File: config.mk
export PLATFORM = sky130hd
export DESIGN_NAME = sram_mem_controller
export DESIGN_NICKNAME = d
export VERILOG_FILES = /design/src/rtl/sram_ctrl_pkg.sv /design/src/rtl/sram_wait_counter.sv /design/src/rtl/sram_mem_controller.sv
export SDC_FILE = /design/constraint.sdc
export NUM_CORES = 1
export LEC_CHECK = 0
export CORE_ASPECT_RATIO = 1.2
export CORE_MARGIN = 10
export CORE_UTILIZATION = 45
export DETAILED_ROUTE_END_ITERATION = 10
export GPL_TIMING_DRIVEN = 1
export PLACE_DENSITY_LB_ADDON = 0.08
export SYNTH_ARGS = -nofsm -noshare
export SYNTH_HDL_FRONTEND = slang
export SYNTH_HIERARCHICAL = 1
export SYNTH_SLANG_ARGS = --single-unit
File: constraint.sdc
create_clock -name clk -period 4.5 [get_ports clk]
set_clock_uncertainty 0.2 [all_clocks]
set_input_delay 0.45 -clock clk [delete_from_list [all_inputs] [get_ports clk]]
set_output_delay 0.45 -clock clk [all_outputs]
set_load 0.02 [all_outputs]
File: src/rtl/sram_ctrl_pkg.sv
// Shared types and constants for the 32-bit-over-16-bit SRAM memory-stage controller.
// Holds the FSM state encoding, default parameter values and the phase counter width.
// No logic lives here.
package sram_ctrl_pkg;

  typedef enum logic [1:0] {
    ST_IDLE = 2'd0,
    ST_LOW  = 2'd1,
    ST_HIGH = 2'd2,
    ST_DONE = 2'd3
  } state_e;

  localparam int unsigned DEFAULT_ADDR_BASE   = 1024;
  localparam int unsigned DEFAULT_WAIT_CYCLES = 2;
  localparam int unsigned DEFAULT_SRAM_AW     = 18;

  // Wait states are limited to 0..7, so the phase counter never needs more than 3 bits.
  localparam int unsigned CNT_W = $clog2(8);

endpackage

File: src/rtl/sram_wait_counter.sv
// Phase-cycle counter shared by the LOW and HIGH half-word phases.
// Counts 0..MAX while enabled; last_o flags the terminal (final) cycle of a phase.
// Clear has priority over enable so each phase starts from zero.
module sram_wait_counter
  import sram_ctrl_pkg::*;
#(
  parameter int unsigned MAX = DEFAULT_WAIT_CYCLES
) (
  input  logic clk,
  input  logic rst,
  input  logic clr_i,
  input  logic en_i,
  output logic last_o
);

  logic [CNT_W-1:0] cnt_q;
  logic [CNT_W-1:0] cnt_d;

  // Next count: clear wins, otherwise step while a phase is active.
  always_comb begin
    cnt_d = cnt_q;
    if (clr_i) begin
      cnt_d = '0;
    end else if (en_i) begin
      cnt_d = cnt_q + 1'b1;
    end
  end

  // Count register.
  always_ff @(posedge clk or posedge rst) begin
    if (rst) begin
      cnt_q <= '0;
    end else begin
      cnt_q <= cnt_d;
    end
  end

  assign last_o = (cnt_q == CNT_W'(MAX));

endmodule

File: src/rtl/sram_mem_controller.sv
// Sequences a 32-bit load/store as two 16-bit async SRAM accesses (LOW then HIGH half).
// Latency: request in IDLE at cycle 0, DONE at cycle 2*WAIT_CYCLES+3.
// Backpressure: stall held high (combinationally) from request until DONE; requests ignored in DONE.
module sram_mem_controller
  import sram_ctrl_pkg::*;
#(
  parameter int unsigned ADDR_BASE   = DEFAULT_ADDR_BASE,
  parameter int unsigned WAIT_CYCLES = DEFAULT_WAIT_CYCLES,
  parameter int unsigned SRAM_AW     = DEFAULT_SRAM_AW
) (
  input  logic               clk,
  input  logic               rst,
  input  logic               MEM_R_En,
  input  logic               MEM_W_En,
  input  logic [31:0]        address,
  input  logic [31:0]        wdata,
  output logic [31:0]        rdata,
  output logic               stall,
  output logic [SRAM_AW-1:0] sram_addr,
  output logic [15:0]        sram_dq_out,
  output logic               sram_dq_oe,
  input  logic [15:0]        sram_dq_in,
  output logic               sram_we_n,
  output logic               sram_oe_n
);

  state_e state_q;
  state_e state_d;

  logic               is_wr_q;
  logic [SRAM_AW-2:0] w_q;
  logic [31:0]        wdata_q;
  logic [31:0]        rdata_q;
  logic [SRAM_AW-1:0] sram_addr_q;

  logic        req;
  logic        in_phase;
  logic        last;
  logic        start;
  logic [31:0] offset;
  logic [SRAM_AW-2:0] w_next;
  logic        unused_offset_bits;

  assign req      = MEM_R_En | MEM_W_En;
  assign in_phase = (state_q == ST_LOW) || (state_q == ST_HIGH);
  assign start    = (state_q == ST_IDLE) && req;

  // Word index relative to the mapped base; upper bits wrap silently.
  assign offset = address - 32'(ADDR_BASE);
  assign w_next = offset[SRAM_AW:2];
  assign unused_offset_bits = ^{offset[31:SRAM_AW+1], offset[1:0]};

  // One counter serves both phases: it runs only inside a phase and restarts
  // after the terminal cycle, so the next phase always begins at zero.
  sram_wait_counter #(
    .MAX (WAIT_CYCLES)
  ) u_wait_counter (
    .clk    (clk),
    .rst    (rst),
    .clr_i  (!in_phase || last),
    .en_i   (in_phase),
    .last_o (last)
  );

  // FSM state register.
  always_ff @(posedge clk or posedge rst) begin
    if (rst) begin
      state_q <= ST_IDLE;
    end else begin
      state_q <= state_d;
    end
  end

  // Next-state and SRAM strobe/enable decode.
  always_comb begin
    state_d     = state_q;
    stall       = 1'b0;
    sram_oe_n   = 1'b1;
    sram_we_n   = 1'b1;
    sram_dq_oe  = 1'b0;
    sram_dq_out = (state_q == ST_HIGH) ? wdata_q[31:16] : wdata_q[15:0];
    unique case (state_q)
      ST_IDLE: begin
        stall = req;
        if (req) state_d = ST_LOW;
      end
      ST_LOW: begin
        stall = 1'b1;
        if (last) state_d = ST_HIGH;
      end
      ST_HIGH: begin
        stall = 1'b1;
        if (last) state_d = ST_DONE;
      end
      ST_DONE: begin
        state_d = ST_IDLE;
      end
      default: state_d = ST_IDLE;
    endcase
    if (in_phase) begin
      sram_oe_n  = is_wr_q;
      sram_dq_oe = is_wr_q;
      // Final cycle of a write phase is the data hold cycle, except with no
      // wait states where the single cycle must carry the strobe.
      sram_we_n  = !(is_wr_q && (!last || (WAIT_CYCLES == 0)));
    end
    if (rst) stall = 1'b0;
  end

  // Access context latch, half-word address sequencing and read-data capture.
  always_ff @(posedge clk or posedge rst) begin
    if (rst) begin
      is_wr_q     <= 1'b0;
      w_q         <= '0;
      wdata_q     <= '0;
      rdata_q     <= '0;
      sram_addr_q <= '0;
    end else begin
      if (start) begin
        // A write wins when both enables are set.
        is_wr_q     <= MEM_W_En;
        w_q         <= w_next;
        wdata_q     <= wdata;
        sram_addr_q <= {w_next, 1'b0};
      end
      if ((state_q == ST_LOW) && last) begin
        sram_addr_q <= {w_q, 1'b1};
        if (!is_wr_q) rdata_q[15:0] <= sram_dq_in;
      end
      if ((state_q == ST_HIGH) && last && !is_wr_q) begin
        rdata_q[31:16] <= sram_dq_in;
      end
    end
  end

  assign rdata     = rdata_q;
  assign sram_addr = sram_addr_q;

endmodule

==> impl_summary.txt, run 1 <==
----------------------------------------------------
[Clocking]
  Post_cts resized ... 0
  Clock input transition at the sequential cells of the worst setup and hold paths ... 60 ps
  TritonCTS clock tree ... yes
  Worst skew pair latency ... 330 ps
  Post-CTS Setup Repair Bufs ... 0
  H-tree level count ... 3
  Number of hold buffers added after CTS ... 0
  Sink Count ... 105
  Total CTS buffers ... 9
  Maximum count of clock buffers along a single path ... 2
  Clk root buf ... clkbuf_16

[Synth]
  Total number of yosys warnings ... 6
  Synth Area per Inst ... 10.4 um2
  Netlist area before placement ... 4460 um2
  Fraction of the yosys area taken by sequential cells ... 59.0%
  Net count after synthesis ... 519
  Number of library cell types mapped by synthesis ... 33
  Number of standard cells after synthesis ... 428
  Register bit count reported by yosys ... 105

[Final layout]
  Final Net Count ... 651
  Area growth from synthesis to final layout ... 39.9%
  Final instance count without filler cells ... roughly 690
  Layout cell share with drive strength beyond 1 ... 11.0%
  Fill count ... 793
  Utilization after layout ... approximately 65%
  Area taken by multi-input logic gates ... 1730 um2
  Diode count ... 0
  Storage element area ... around 2600 um2
  Design area ... between 6000 and 7000 um2

[Detailed routing]
  Vias ... approximately 3,400
  Per-cell via count in the routed design ... ~4.9
  Final Routed Wirelength ... 10,900 um
  Antenna viol nets, final ... 0
  First-pass iteration count of the detailed router ... 4
  Post-detailed-route DRC marker count ... 0
  First-iteration detailed-routing DRC count ... 128
  Mean routed wirelength per cell ... between 15 and 20 um

[Setup path]
  Cells along the critical path ... inv_1 -> ha_1 -> mux2_2 -> clkdlybuf4s50_1
  Required time of the worst setup path ... 3850 ps
  Signal arrival time at the worst endpoint ... approximately 2600 ps
  Type of the worst setup path ... register to output port
  R2R Path Start ... u_wait_counter/cnt_q[0]
  Reg2Reg Depth ... 6
  Critical Path End ... sram_dq_out[2]
  Startpoint kind of the worst setup timing path ... register
  Crit path capture type ... output port
  Origin of the worst setup path ... state_q[0]
  Endpoint of the lowest-slack register-to-register path ... rdata[9]
  Largest stage delay on the critical path ... slightly below 800 ps
  Slowest stage cell on the critical path ... ha_1
  Internal reg-to-reg setup slack ... ~1700 ps
  Highest net fanout along the worst path ... 19

[Worst hold path]
  Class of the worst hold path ... primary input to asynchronous set/reset pin

[Floorplanning]
  Number of placement rows ... 39
  Starting Density ... a little under half
  Chip Height ... 129 um
  Ports placed on the boundary ... 154
  Overall die area ... ~14,000 um2
  Horizontal die dimension ... 111 um
  Core area ... 9610 um2

[STA]
  Fin. max-slew vios ... 0
  Peak clock frequency supported by timing ... 0.305 GHz
  Shortest clock period the worst path allows after layout ... 3280 ps
  Worst Slack Setup Final ... 1220 ps
  RSZ-0062 raised after global routing ... no
  Final period utilization ... 72.8%
  Slew @ Worst Pin ... 943 ps
  Number of failing setup endpoints in the final timing report ... 0
  Hold violation count in the final report ... 0
  Accumulated negative setup slack ... 0 ps
  Tightest slew margin relative to the limit ... a little under two fifths

[Placement]
  Final HPWL DP ... approximately 7900 um
  Cell Count Post-Placement ... 672
  Minimum setup slack after placement ... roughly 1600 ps
  Number of buffer cells added on primary ports ... 138
  Total placed instance area ... 5950 um2
  RD Place Congestion ... 0.772

[Global route]
  Global-route wire length before repair ... 18,000 um
  All-layer global routing usage ... 15.1%
  Antenna violations before repair ... 0
  Maximum number of pins on one net before global-route repair ... 73
  Overall overflow remaining after global route ... 0
  Vias in the first global route ... 3,582

[Pwr]
  Lkg Pwr ... 2.85 nW
  Power density over the cells ... 765 nW/um2
  Highest ir drop seen on vdd ... 370 uV

[Run]
  # Max-Cap Violations ... 0

[Outcome]
  Outcome ... finished clean

----------------------------------------------------
==> routing by layer <==
metal	global-route usage (%)	vias to the layer above	routed length, um
li1	-	1670	-
met1	18.6	1618	4750
met2	24.4	95	5270
met3	5.17	4	785
met4	5.06	0	55
met5	0	-	0
==> where the power goes <==
group,internal [W],switching (W)
clock network,0.000440,0.000316
registers,0.00141,0.000241
logic,0.00113,0.00123
total,0.00299,0.00179
==> worst max-delay path, delay by kind of cell, from the launching register on <==
| family | cells | cell delay [ps] |
|---|---|---|
| mux | 1 | 420 |
| buf+inv | 2 | 680 |
| fa+ha+maj | 1 | 790 |
| flops | 1 | 400 |
==> worst min-delay path by stage <==
stage,startpoint,end,slack [ps],cells after the start
floorplan,rst,u_wait_counter/cnt_q[0],4,1
global placement,wdata_q[8],wdata_q[8],250,2
detailed placement,wdata_q[5],wdata_q[5],260,2
CTS,rst,u_wait_counter/cnt_q[1],210,2
global route,rst,u_wait_counter/cnt_q[2],230,2
finish,rst,u_wait_counter/cnt_q[1],210,2
==> state kept, by name, indices dropped and copies added, names as in the netlist <==
signal                count
wdata_q                  32
rdata                    32
state_q                   2
w_q                      17
is_wr_q                   1
u_wait_counter/cnt_q      3
sram_addr                18
==> cell type report <==
type,count,area share (%)
Clock inverter,3,0.682
Multi-Input combinational cell,294,27.7
Inverter,8,0.522
Clock buffer,11,3.89
Sequential cell,105,42.1
Timing Repair Buffer,142,22.6
Tap cell,123,2.47
==> logic make-up after synthesis <==
kind of cell    synth area share, %
buf+inv                        2.58
simple gates                   16.9
xor+xnor                      0.983
fa+ha+maj                      1.97
flops                          59.0
compound gates                 6.26
mux                            12.4
==> metrics by stage <==
stage	total power (W)	hold WS (ps)
2_1_floorplan	0.00300	3.64
3_3_place_gp	0.00400	253
3_5_place_dp	0.00407	258
4_1_cts	0.00485	206
5_1_grt	0.00511	229
6_report	0.00477	209
==> synthesized netlist by cell type, drive strengths merged <==
cell type	n	area, um2
a22oi	2	15.0
nor3b	1	7.51
nor2	26	97.6
buf	7	32.5
a21bo	1	10.0
or4	1	11.3
nand2	145	544
or3	1	6.26
o21a	1	7.51
nor4	2	18.8
a21oi	7	35.0
nor2b	1	6.26
o31ai	2	15.0
a21o	5	37.5
dfrtp	105	2630
mux2	49	552
nor3	1	5.00
and2	2	12.5
ha	7	87.6
clkbuf	14	52.6
nand3b	2	15.0
nand2b	2	12.5
a211oi	2	15.0
nand3	3	15.0
inv	8	30.0
o21ai	15	75.1
a31oi	11	68.8
xor2	2	17.5
xnor2	3	26.3
==> placed cells by master, fill, tap and decap left out, types with 2 or more instances in the layout <==
master	count
a211oi_1	2
a21o_1	5
a21oi_1	7
a22oi_1	2
a31oi_1	11
and2_1	2
buf_4	4
clkbuf_16	9
clkdlybuf4s50_1	138
dfrtp_1	105
ha_1	7
inv_1	7
mux2_1	10
mux2_2	39
nand2_1	145
nand2b_1	2
nand3_1	3
nand3b_1	2
nor2_1	26
o21ai_0	11
o21ai_1	3
o31ai_1	2
xnor2_1	3
xor2_1	2
Power figures use the tool's default switching activity.
==> run 2, diff against run 1 <==
CORE_UTILIZATION = 41   (was 45)
clock period = 3 ns   (was 4.5 ns; I/O delays follow)
==> run 2 against run 1 <==
Count of clock-buffer cells in the layout shrank 2. First-iteration DRC count is 8.6% lower. Largest power group unchanged. Register-to-register slack worse by 1000 ps. Final cell count increased by 1.7%. Sequential share of layout area fell by 0.65 points. Via count rose by 0.56%. Critical path depth rose by 1. Non-clock buffer count up 4. Highest routed layer unchanged. Utilization down 4.9 points. Hold slack worse by 150 ps. Worst setup slack worse by 1000 ps.
==> impl_summary.txt, run 2 (synthesized netlist as in run 1, its figures left out) <==
----------------------------------------------------
[Setup path]
  Reg2Reg Depth ... 6 (unchanged)
  Type of the worst setup path ... register to output port
  Required time of the worst setup path ... 2500 ps (-1350 ps)
  Startpoint kind of the worst setup timing path ... register
  Endpoint of the lowest-slack register-to-register path ... rdata[9]
  Signal arrival time at the worst endpoint ... 2280 ps (-350 ps)
  Internal reg-to-reg setup slack ... 610 ps (-1040 ps)
  R2R Path Start ... u_wait_counter/cnt_q[0]
  Highest net fanout along the worst path ... 16 (-3)
  Crit path capture type ... output port

[Placement]
  RD Place Congestion ... 0.768 (-0.49%)
  Number of buffer cells added on primary ports ... 138 (unchanged)
  Minimum setup slack after placement ... 542 ps (-1010 ps)
  Final HPWL DP ... 8110 um (+3.0%)

[Pwr]
  Overall Power ... 0.00737 W (+54%)
  Highest ir drop seen on vdd ... 503 uV (+36%)
  Power density over the cells ... 1160 nW/um2 (+52%)
  Lkg Pwr ... 2.89 nW (+1.4%)

[Outcome]
  Outcome ... finished clean

[Clocking]
  Post-CTS Setup Repair Bufs ... 0 (unchanged)
  Post_cts resized ... 0 (unchanged)
  Maximum count of clock buffers along a single path ... 2 (unchanged)
  Clock input transition at the sequential cells of the worst setup and hold paths ... 70 ps (about the same)
  Worst skew pair latency ... 330 ps (about the same)
  Sink Count ... 105 (unchanged)
  H-tree level count ... 3 (unchanged)
  Clk root buf ... clkbuf_16
  Total CTS buffers ... 9 (unchanged)
  Number of hold buffers added after CTS ... 0 (unchanged)
  TritonCTS clock tree ... yes

[Final layout]
  Commonest cells after routing, fill and taps aside ... nand2_1, clkdlybuf4s50_1, dfrtp_1
  Layout cell share with drive strength beyond 1 ... 12.1% (+1.1 points)
  Area growth from synthesis to final layout ... 42.1%
  Utilization after layout ... 59.9% (-4.9 points)
  Diode count ... 0 (unchanged)
  Leading cell type in the layout, fill and taps excluded ... nand2_1
  Final Net Count ... 655 (+0.61%)

[STA]
  Accumulated negative setup slack ... 0 ps (unchanged)
  Shortest clock period the worst path allows after layout ... 2780 ps
  Hold violation count in the final report ... 0 (unchanged)
  Peak clock frequency supported by timing ... 0.360 GHz
  Number of failing setup endpoints in the final timing report ... 0 (unchanged)
  Slew @ Worst Pin ... 895 ps (-48.0 ps)
  Final period utilization ... around 93%
  Post-route worst hold slack ... 56.9 ps (-152 ps)
  Worst Slack Setup Final ... 221 ps (-1000 ps)
  RSZ-0062 raised after global routing ... no
  Fin. max-slew vios ... 0 (unchanged)
  Tightest slew margin relative to the limit ... 40.3% (+3.2 points)

[Floorplanning]
  Overall die area ... 15,500 um2 (+8.1%)
  Starting Density ... 42.2% (-4.2 points)
  Horizontal die dimension ... 115 um (+3.9%)
  Number of placement rows ... 41 (+5.1%)
  Ports placed on the boundary ... 154 (unchanged)
  Core area ... 10,600 um2 (+9.9%)
  Chip Height ... 134 um (+4.0%)

[Detailed routing]
  Per-cell via count in the routed design ... 4.88 (-1.2%)
  Vias ... 3,406 (+0.56%)
  First-pass iteration count of the detailed router ... 4 (unchanged)
  Mean routed wirelength per cell ... 15.8 um (-0.33%)
  First-iteration detailed-routing DRC count ... 117 (-8.6%)
  Post-detailed-route DRC marker count ... 0 (unchanged)
  Antenna viol nets, final ... 0 (unchanged)
  Final Routed Wirelength ... 11,000 um (+1.4%)

[Run]
  # Max-Cap Violations ... 0 (unchanged)

[Global route]
  Vias in the first global route ... 3,698 (+3.2%)
  Antenna violations before repair ... 0 (unchanged)
  Overall overflow remaining after global route ... 0 (unchanged)
  All-layer global routing usage ... 14.3% (-0.79 points)
  Global-route wire length before repair ... 18,100 um (+0.38%)
  Maximum number of pins on one net before global-route repair ... 59 (-19%)

[Worst hold path]
  Class of the worst hold path ... primary input to asynchronous set/reset pin

----------------------------------------------------
run 2: cell count changes in the layout (fill, tap and decap cells not counted):
cell        delta
clkinv_4       +1
clkbuf_1       -1
inv_4          -1
clkbuf_8       -1
buf_4          +4
clkinvlp_4     +2
bufinv_16      +2
run 2: how the worst max path moves through the flow:
stage / from / end / slack, ps
6_report: state_q[0] / sram_dq_out[1] / 220
5_1_grt: state_q[0] / sram_dq_out[15] / 130
4_1_cts: state_q[0] / sram_dq_out[1] / 190
3_5_place_dp: MEM_W_En / stall / 540
3_3_place_gp: MEM_W_En / stall / 520
2_1_floorplan: state_q[0] / stall / 840
run 2: final cells by class:
type                            count  area (um2)
Fill cell                         927        4230
Sequential cell                   105        2630
Multi-Input combinational cell    294        1730
Timing Repair Buffer              146        1440
Clock buffer                        9         225
Tap cell                          129         161
Clock inverter                      7         119
Inverter                            8        33.8
run 2: worst max-delay path: stages (launching register included):
cell	delay, ps
dfrtp_1	400
inv_1	110
ha_1	220
buf_4	280
mux2_2	370
clkdlybuf4s50_1	560
run 2: metrics by stage:
stage,std cells,cell area (um2)
after floorplan,428,4460
after global routing,698,6330
after CTS,698,6330
after global placement,682,5990
after detailed placement,682,5990
final,698,6330
run 2: report_power, final:
part           internal (W)  leakage, nW  switching [W]
Sequential          0.00212         1.26       0.000366
Clock              0.000815        0.162       0.000507
Combinational       0.00171         1.46        0.00185
run 2: metal layers:
layer | up-vias | routed length (um) | track usage (%)
met1 | 1609 | 4560 | 16.8
li1 | 1682 | - | -
met4 | 0 | 180 | 5.23
met5 | - | 0 | 0
met2 | 102 | 5380 | 23.7
met3 | 13 | 899 | 4.73
==> run 3, diff against run 2 <==
CELL_PAD_IN_SITES_DETAIL_PLACEMENT = 0   (was unset)
CELL_PAD_IN_SITES_GLOBAL_PLACEMENT = 1   (was unset)
CORE_UTILIZATION = 31   (was 41)
==> run 3 against run 2 <==
Non-clock buffer count rose by 1. Die area is 27% higher. Global-route usage is 2.1 points lower. Sequential share of layout area is 0.29 points lower. Sequential power about the same. Hold slack worse by 15 ps. Critical path depth did not move. Final cell count rose by 6.2%. Critical endpoint is now sram_dq_out[15].
==> impl_summary.txt, run 3 (synthesized netlist as in run 1, its figures left out) <==
----------------------------------------------------
[Setup path]
  Startpoint kind of the worst setup timing path ... register
  Worst Path Buf+Inv ... 3 (unchanged)
  Cells along the critical path ... inv_1 -> ha_1 -> buf_4 -> mux2_2 -> clkdlybuf4s50_1
  Highest net fanout along the worst path ... 16 (unchanged)
  Largest stage delay on the critical path ... 570 ps (about the same)
  Signal arrival time at the worst endpoint ... 2310 ps (+30 ps)
  Top cell family by delay on the critical path ... buffers and inverters
  R2R Path Start ... u_wait_counter/cnt_q[0]
  Crit path capture type ... output port
  Slowest stage cell on the critical path ... clkdlybuf4s50_1
  Required time of the worst setup path ... 2500 ps (about the same)
  Internal reg-to-reg setup slack ... 590 ps (-20 ps)
  Type of the worst setup path ... register to output port
  Origin of the worst setup path ... state_q[0]

[Clocking]
  Maximum count of clock buffers along a single path ... 2 (unchanged)
  Worst skew pair latency ... 340 ps (about the same)
  TritonCTS clock tree ... yes
  Sink Count ... 105 (unchanged)
  H-tree level count ... 3 (unchanged)
  Clock input transition at the sequential cells of the worst setup and hold paths ... 70 ps (about the same)
  Number of hold buffers added after CTS ... 0 (unchanged)
  Post-CTS Setup Repair Bufs ... 0 (unchanged)
  Post_cts resized ... 0 (unchanged)
  Total CTS buffers ... 9 (unchanged)
  Clk root buf ... clkbuf_16

[Final layout]
  Commonest cells after routing, fill and taps aside ... nand2_1, clkdlybuf4s50_1, dfrtp_1
  Fill count ... 1,383 (+49%)
  Final Net Count ... 656 (+0.15%)
  Leading cell type in the layout, fill and taps excluded ... nand2_1
  Utilization after layout ... 45.8% (-14 points)
  Area growth from synthesis to final layout ... 43.1%
  Layout cell share with drive strength beyond 1 ... 12.3% (+0.15 points)
  Diode count ... 0 (unchanged)

[Floorplanning]
  Horizontal die dimension ... 129 um (+12%)
  Starting Density ... 32.0% (-10 points)
  Number of placement rows ... 47 (+15%)
  Ports placed on the boundary ... 154 (unchanged)
  Overall die area ... 19,600 um2 (+27%)
  Chip Height ... 151 um (+13%)
  Core area ... 13,900 um2 (+32%)

[Pwr]
  Lkg Pwr ... 2.89 nW (about the same)
  Highest ir drop seen on vdd ... 536 uV (+6.5%)
  Power density over the cells ... 1150 nW/um2 (-1.2%)

[STA]
  Hold violation count in the final report ... 0 (unchanged)
  Accumulated negative setup slack ... 0 ps (unchanged)
  Tightest slew margin relative to the limit ... 41.9% (+1.6 points)
  Peak clock frequency supported by timing ... 0.356 GHz (-1.0%)
  Fin. max-slew vios ... 0 (unchanged)
  Slew @ Worst Pin ... 872 ps (-23.7 ps)
  RSZ-0062 raised after global routing ... no
  Shortest clock period the worst path allows after layout ... 2810 ps (+28.4 ps)
  Number of failing setup endpoints in the final timing report ... 0 (unchanged)
  Final period utilization ... 93.6% (+0.95 points)

[Placement]
  Final HPWL DP ... 8480 um (+4.6%)
  Number of buffer cells added on primary ports ... 138 (unchanged)
  RD Place Congestion ... 0.717 (-6.7%)

[Global route]
  All-layer global routing usage ... 12.2% (-2.1 points)
  Antenna violations before repair ... 0 (unchanged)
  Vias in the first global route ... 3,773 (+2.0%)
  Maximum number of pins on one net before global-route repair ... 59 (unchanged)
  Global-route wire length before repair ... 19,000 um (+5.1%)
  Overall overflow remaining after global route ... 0 (unchanged)

[Detailed routing]
  Vias ... 3,403 (-0.088%)
  First-iteration detailed-routing DRC count ... 168 (+44%)
  Mean routed wirelength per cell ... 15.8 um (+0.39%)
  Antenna viol nets, final ... 0 (unchanged)
  First-pass iteration count of the detailed router ... 4 (unchanged)
  Post-detailed-route DRC marker count ... 0 (unchanged)
  Per-cell via count in the routed design ... 4.59 (-5.9%)
  Final Routed Wirelength ... 11,700 um (+6.6%)

[Outcome]
  Outcome ... finished clean

[Run]
  # Max-Cap Violations ... 0 (unchanged)

[Worst hold path]
  Class of the worst hold path ... primary input to asynchronous set/reset pin

----------------------------------------------------
## run 3: changes by cell type in the layout (fill, tap and decap cells not counted)
cell / before / now
buf_4: 8 / 9
bufinv_16: 3 / 2
clkbuf_8: 0 / 1
clkinvlp_4: 3 / 2
inv_6: 0 / 1
## run 3: stage by stage
stage	setup slack [ps]	cells	cell area [um2]	hold slack, ps	power [W]
after floorplan	844	428	4460	-146	0.00450
after global placement	556	725	6050	252	0.00607
after detailed placement	520	725	6050	261	0.00615
after CTS	149	741	6380	34.1	0.00748
after global routing	57.7	741	6380	54.1	0.00790
final	193	741	6380	41.6	0.00733
## run 3: power by group
part | leakage (nW) | total, W | internal [W] | switching, W
clock network | 0.159 | 0.00129 | 0.000757 | 0.000533
registers | 1.26 | 0.00249 | 0.00212 | 0.000365
logic | 1.46 | 0.00356 | 0.00171 | 0.00184
## run 3: worst register-to-register path, delay by kind of cell (launching register included)
| family | cells | cell delay (ps) |
|---|---|---|
| DFF | 1 | 410 |
| and+or+nand+nor | 3 | 970 |
| adders and majority gates | 1 | 130 |
| muxes | 1 | 510 |
| buffers and inverters | 1 | 70 |
## run 3: final timing paths
path | endpoint | cells after the start
min in group clk | wdata_q[3] | 2
min | u_wait_counter/cnt_q[0] | 2
max in group asynchronous | wdata_q[31] | 3
max reg2reg | rdata[7] | 6
max | sram_dq_out[15] | 5
min reg2reg | wdata_q[3] | 2
## run 3: cell type report
class	count	area (um2)	share of cell area, %
Tap cell	171	214	3.35
Clock buffer	10	239	3.75
Clock inverter	6	90.1	1.41
Multi-Input combinational cell	294	1730	27.1
Sequential cell	105	2630	41.2
Timing Repair Buffer	147	1450	22.7
Inverter	8	33.8	0.530
## run 3: routing by layer
layer | wire, um | part of all wire (%) | track usage [%] | up-vias
met1 | 5160 | 44 | 14.5 | 1610
met2 | 5480 | 47 | 19.8 | 96
met5 | 0 | 0 | 0 | -
met3 | 872 | 7.4 | 4.09 | 16
li1 | - | - | - | 1681
met4 | 225 | 1.9 | 4.95 | 0
